--- src/rtl/sled_pkg.sv ---
// Shared definitions for the switch/LED unit: the LED function select codes.
package sled_pkg;

  typedef logic [2:0] mode_t;

  localparam mode_t MODE_PASS   = 3'd0;
  localparam mode_t MODE_PAND   = 3'd1;
  localparam mode_t MODE_POR    = 3'd2;
  localparam mode_t MODE_PXOR   = 3'd3;
  localparam mode_t MODE_TOGGLE = 3'd4;
  localparam mode_t MODE_COUNT  = 3'd5;

endpackage

--- src/rtl/switch_debounce.sv ---
// One switch channel: 2-flop synchroniser followed by a consecutive-difference
// counter. The stable level only moves after DEBOUNCE_CYCLES back-to-back
// cycles of disagreement; any agreement restarts the count.
module switch_debounce #(
  parameter int DEBOUNCE_CYCLES = 16
) (
  input  logic clk,
  input  logic rst_n,
  input  logic raw,
  output logic stable
);

  localparam int CNT_W = $clog2(DEBOUNCE_CYCLES + 1);
  // The count never holds DEBOUNCE_CYCLES itself: the edge that would reach it
  // is the edge that commits the new level and clears the counter.
  localparam logic [CNT_W-1:0] CNT_LAST = CNT_W'(DEBOUNCE_CYCLES - 1);

  logic             sync1;
  logic             sync2;
  logic [CNT_W-1:0] cnt;

  // Synchronise the raw pin and filter it into the stable level.
  always_ff @(posedge clk or negedge rst_n) begin
    if (!rst_n) begin
      sync1  <= 1'b0;
      sync2  <= 1'b0;
      cnt    <= '0;
      stable <= 1'b0;
    end else begin
      sync1 <= raw;
      sync2 <= sync1;
      if (sync2 == stable) begin
        cnt <= '0;
      end else if (cnt == CNT_LAST) begin
        stable <= sync2;
        cnt    <= '0;
      end else begin
        cnt <= cnt + 1'b1;
      end
    end
  end

endmodule

--- src/rtl/switch_led_unit.sv ---
// Switch-to-LED glue: debounces WIDTH switches and drives WIDTH LEDs from a
// runtime-selected function of the debounced levels. WIDTH must be even.
// Toggle and edge-count state run in the background in every mode, so a mode
// change never loses them.
module switch_led_unit
  import sled_pkg::*;
#(
  parameter int WIDTH           = 8,
  parameter int DEBOUNCE_CYCLES = 16
) (
  input  logic             clk,
  input  logic             rst_n,
  input  logic [WIDTH-1:0] switch,
  input  logic [2:0]       mode,
  output logic [WIDTH-1:0] led,
  output logic [WIDTH-1:0] sw_stable
);

  localparam int HALF = WIDTH / 2;

  logic [WIDTH-1:0] stable_d;
  logic [WIDTH-1:0] rise;
  logic [WIDTH-1:0] toggle;
  logic [WIDTH-1:0] edge_cnt;
  logic [WIDTH-1:0] pair_and;
  logic [WIDTH-1:0] pair_or;
  logic [WIDTH-1:0] pair_xor;
  logic [WIDTH-1:0] led_next;

  genvar gi;

  generate
    for (gi = 0; gi < WIDTH; gi++) begin : g_deb
      switch_debounce #(
        .DEBOUNCE_CYCLES(DEBOUNCE_CYCLES)
      ) u_debounce (
        .clk   (clk),
        .rst_n (rst_n),
        .raw   (switch[gi]),
        .stable(sw_stable[gi])
      );
    end

    // Pair (2i, 2i+1) lands on bit i; the upper half is unused and held at 0.
    for (gi = 0; gi < HALF; gi++) begin : g_pair
      assign pair_and[gi] = sw_stable[2*gi] & sw_stable[2*gi+1];
      assign pair_or[gi]  = sw_stable[2*gi] | sw_stable[2*gi+1];
      assign pair_xor[gi] = sw_stable[2*gi] ^ sw_stable[2*gi+1];
    end
    for (gi = HALF; gi < WIDTH; gi++) begin : g_pair_hi
      assign pair_and[gi] = 1'b0;
      assign pair_or[gi]  = 1'b0;
      assign pair_xor[gi] = 1'b0;
    end
  endgenerate

  assign rise = sw_stable & ~stable_d;

  // Edge history, per-channel toggle latches and channel-0 rise counter.
  always_ff @(posedge clk or negedge rst_n) begin
    if (!rst_n) begin
      stable_d <= '0;
      toggle   <= '0;
      edge_cnt <= '0;
    end else begin
      stable_d <= sw_stable;
      toggle   <= toggle ^ rise;
      if (rise[0]) begin
        edge_cnt <= edge_cnt + 1'b1;
      end
    end
  end

  // Select the LED function; reserved codes blank the LEDs.
  always_comb begin
    led_next = '0;
    case (mode_t'(mode))
      MODE_PASS:   led_next = sw_stable;
      MODE_PAND:   led_next = pair_and;
      MODE_POR:    led_next = pair_or;
      MODE_PXOR:   led_next = pair_xor;
      MODE_TOGGLE: led_next = toggle;
      MODE_COUNT:  led_next = edge_cnt;
      default:     led_next = '0;
    endcase
  end

  // Register the LED drive so the pins see glitch-free levels.
  always_ff @(posedge clk or negedge rst_n) begin
    if (!rst_n) begin
      led <= '0;
    end else begin
      led <= led_next;
    end
  end

endmodule

--- config.mk ---
export PLATFORM = sky130hd
export DESIGN_NAME = switch_led_unit
export DESIGN_NICKNAME = d
export VERILOG_FILES = /design/src/rtl/sled_pkg.sv /design/src/rtl/switch_debounce.sv /design/src/rtl/switch_led_unit.sv
export SDC_FILE = /design/constraint.sdc
export NUM_CORES = 1
export LEC_CHECK = 0
export BUFFER_PORTS_ARGS = -buffer_cell sky130_fd_sc_hd__buf_2
export CORE_ASPECT_RATIO = 1.25
export CORE_UTILIZATION = 40
export DETAILED_ROUTE_END_ITERATION = 16
export HOLD_SLACK_MARGIN = 0.03
export SYNTH_ARGS = -nofsm -noshare
export SYNTH_HDL_FRONTEND = slang
export SYNTH_SLANG_ARGS = --single-unit
export TNS_END_PERCENT = 100
--- constraint.sdc ---
create_clock -name clk -period 4.1 [get_ports clk]
set_input_delay 1.025 -clock clk [delete_from_list [all_inputs] [get_ports clk]]
set_output_delay 1.025 -clock clk [all_outputs]
set_load 0.1 [all_outputs]
==> results.py <==
metrics = {
    "power": {
        "p_int_mw": 1.429,
        "p_sw_mw": 0.3927,
        "pwr-share-seq": 0.547,
        "comb_power_share": 0.048,
        "ir_drop_mv": 0.1820,
        "powerDensity_mw_per_mm2": 410.8,
        "clkPwrFrac": 0.405,
        "leakage_nw": 2.323,
        "p_total_mw": 1.822,
        "switching_share": 0.2155,
    },
    "floorplan": {
        "rows": 40,
        "io_pins": 29,
        "floorplan.initialDensity": 0.4132,
        "die_x_um": 91.11,
        "core_area_mm2": 0.009609,
        "die_y_um": 113.4,
        "fp.dieArea_mm2": 0.01033,
    },
    "sta": {
        "relSlewSlack": 0.5867,
        "grt_setup_unrepaired": "no",
        "clock_skew_ns": 0.005081,
        "slew_violations": 0,
        "fmax_mhz": 419.2,
        "fin_crit_sh": 0.5818,
        "hold_viol_final": 0,
        "period_minus_slack_ns": 2.385,
        "finalSetupViolCount": 0,
        "fin_tns_setup_ns": 0,
        "worst_pin_slew_ns": 0.6199,
    },
    "setup_path": {
        "worst_path_max_delay_cell": "dfrtp_1",
        "critPathBufInv": 1,
        "reg2reg_from": "g_deb[2].u_debounce.stable",
        "cp-start-kind": "register",
        "arrival_ns": 1.36,
        "required_ns": 3.07,
        "crit_type": "reg -> out",
        "cp-startpoint": "g_deb[2].u_debounce.stable",
        "path_delay_family": "flip-flops",
        "critPathMaxStageDelay_ns": 0.53,
        "endpoint_kind": "primary output",
        "crit_path_cell_trace": "buf_2",
        "worstPathMaxFanout": 8,
    },
    "synth": {
        "ys_seq_elements": 96,
        "synth.yosys.seq_area_share": 0.6051,
        "yosysTopAreaCell": "dfrtp_1",
        "synth_area_mm2": 0.003970,
        "yosysWarningCount": 0,
        "synth_top_area_share": 0.6051,
        "syn_inst": 319,
        "yosysUniqueCellTypes": 27,
        "synth_area_leaders": "dfrtp_1 (61%), xor2_1 (6.4%), ha_1 (5.4%), mux2_2 (3.7%), nor2_1 (3.2%)",
        "synth_nets": 349,
        "syn_avg_cell_area_um2": 12.45,
    },
    "final_layout": {
        "layout-drive-gt1-share": 0.1571,
        "area_delta_synth_final_pct": 11.72,
        "layout.nets": 377,
        "stdcell_count": 476,
        "diodes": 0,
        "nFillCells": 898,
    },
    "global_routing": {
        "grt_pass1_vias": 2261,
        "grt_max_degree": 51,
        "grtUsageTotal": 0.1332,
        "antenna_found_initial": 0,
        "grt_pass1_wl_um": 10460,
        "overflow": 0,
    },
    "clock_network": {
        "cts-root-buf": "clkbuf_16",
        "holdBufCountCts": 0,
        "clockBufferDepth": 2,
        "cts_resized": 0,
        "h-tree-depth": 3,
        "post_cts_buffers": 0,
        "cts_sinks": 96,
        "clk-insertion-delay-late_ns": 0.34,
        "cts_tree": "built",
        "cts.clk_slew.worst_paths_ns": 0.06,
        "cts_buffers": 9,
    },
    "placement": {
        "port_buffers": 28,
        "dp.cells": 462,
        "dp_hpwl_um": 4145,
        "gp_congestion": 0.6912,
    },
    "min_path": {
        "hp-start": "g_deb[7].u_debounce.sync1",
        "hold_class": "reg -> reg",
    },
    "drt": {
        "drtAntennaViolNets": 0,
        "drt-initial-drc-count": 82,
        "viasPerCell": 4.712,
        "wl_per_cell_um": 12.52,
        "firstDrtPassIters": 4,
        "drc": 0,
        "routed_wl_um": 5960,
        "num_vias": 2243,
    },
    "status": {
        "status": "complete, no violations",
    },
    "flow_run": {
        "cap_viol_max_count": 0,
    },
}
per-layer routing:
metal  wire (µm)  vias to the layer above  track usage  part of all wire
met5           0                        -            0                 0
met4         141                        0      0.06878             0.024
met3         234                       13      0.04867             0.039
met2        2618                       27       0.2035              0.44
met1        2966                     1097       0.1667              0.50
li1            -                     1106            -                 -
cell usage in the layout (no fill, tap or decap), drive strengths merged, types with 9 or more instances in the layout:
cell / count
buf: 30
xor2: 29
o21ai: 11
inv: 12
mux2: 13
and3: 9
dfrtp: 96
xnor2: 10
clkbuf: 13
and2: 12
nand3: 16
ha: 17
nor2: 35
final cells by class:
cell class / count / area [µm²] / share of cell area
inverters: 12 / 45.04 / 0.01016
multi-input cells: 198 / 1418 / 0.3196
well taps: 126 / 157.7 / 0.03554
clock inverters: 1 / 5.005 / 0.001128
clock buffers: 13 / 250.2 / 0.05642
repair buffers: 30 / 157.7 / 0.03554
flip-flops and latches: 96 / 2402 / 0.5416
registers in the layout, summed over array words and instances, names as in the netlist:
signal                   flops
g_deb.u_debounce.cnt        40
stable_d                     8
led                          8
toggle                       8
g_deb.u_debounce.sync2       8
edge_cnt                     8
g_deb.u_debounce.stable      8
g_deb.u_debounce.sync1       8
through the flow:
stage / hold slack, ns / area [µm²] / util / worst slack [ns]
floorplan: 0.3312 / 3970 / - / 2.192
global placement: 0.3320 / 4180 / 0.4350 / 2.074
detailed placement: 0.3347 / 4180 / 0.4350 / 2.057
CTS: 0.3488 / 4436 / 0.4616 / 1.692
global route: 0.3503 / 4436 / 0.4616 / 1.641
finish: 0.3447 / 4436 / 0.4616 / 1.715
power groups by stage:
stage / Clock [mW] / Combinational [mW] / Sequential, mW
after floorplan: 0 / 0.0491 / 1.02
after global placement: 0 / 0.0879 / 1.01
after detailed placement: 0 / 0.0898 / 1.01
after CTS: 0.767 / 0.0903 / 0.997
after global routing: 0.801 / 0.102 / 1.00
final: 0.738 / 0.0866 / 0.997
cells by family (layout without fill, tap and decap cells):
logic type	Yosys count	in the layout	share of synthesized area
AO/OA/AOI/OAI	22	22	0.03561
XOR/XNOR	39	39	0.08604
adder cells (fa/ha/maj)	17	17	0.05358
buffers and inverters	25	56	0.03782
flip-flops	96	96	0.6051
multiplexers	20	20	0.05452
AND/OR/NAND/NOR	100	100	0.1273
Yosys cell counts:
cell,instances
and2_1,12
a22oi_1,5
nor2b_1,2
mux2_2,13
inv_1,12
xnor2_1,10
xor2_1,29
a2bb2oi_1,1
dfrtp_1,96
nand3b_1,1
mux2i_1,7
nor3b_1,2
ha_1,17
buf_4,11
nor3_1,5
nand3_1,16
nand2_1,6
buf_6,2
nor2_2,1
and3_1,9
nand2b_1,7
nand4_1,3
a21oi_1,1
nor2_1,34
a211o_1,4
o21ai_0,11
and2b_1,2
path summary, 6_finish.rpt:
kind | to | slack, ns | cells past startpoint
max in group asynchronous | g_deb[2].u_debounce.stable | 2.64 | 2
min in group asynchronous | g_deb[4].u_debounce.cnt[1] | 0.69 | 1
max | sw_stable[2] | 1.71 | 1
min reg2reg | g_deb[7].u_debounce.sync2 | 0.34 | 0
max reg2reg | led[1] | 2.63 | 5
min | g_deb[7].u_debounce.sync2 | 0.34 | 0
(Power assumes the default switching activity.)
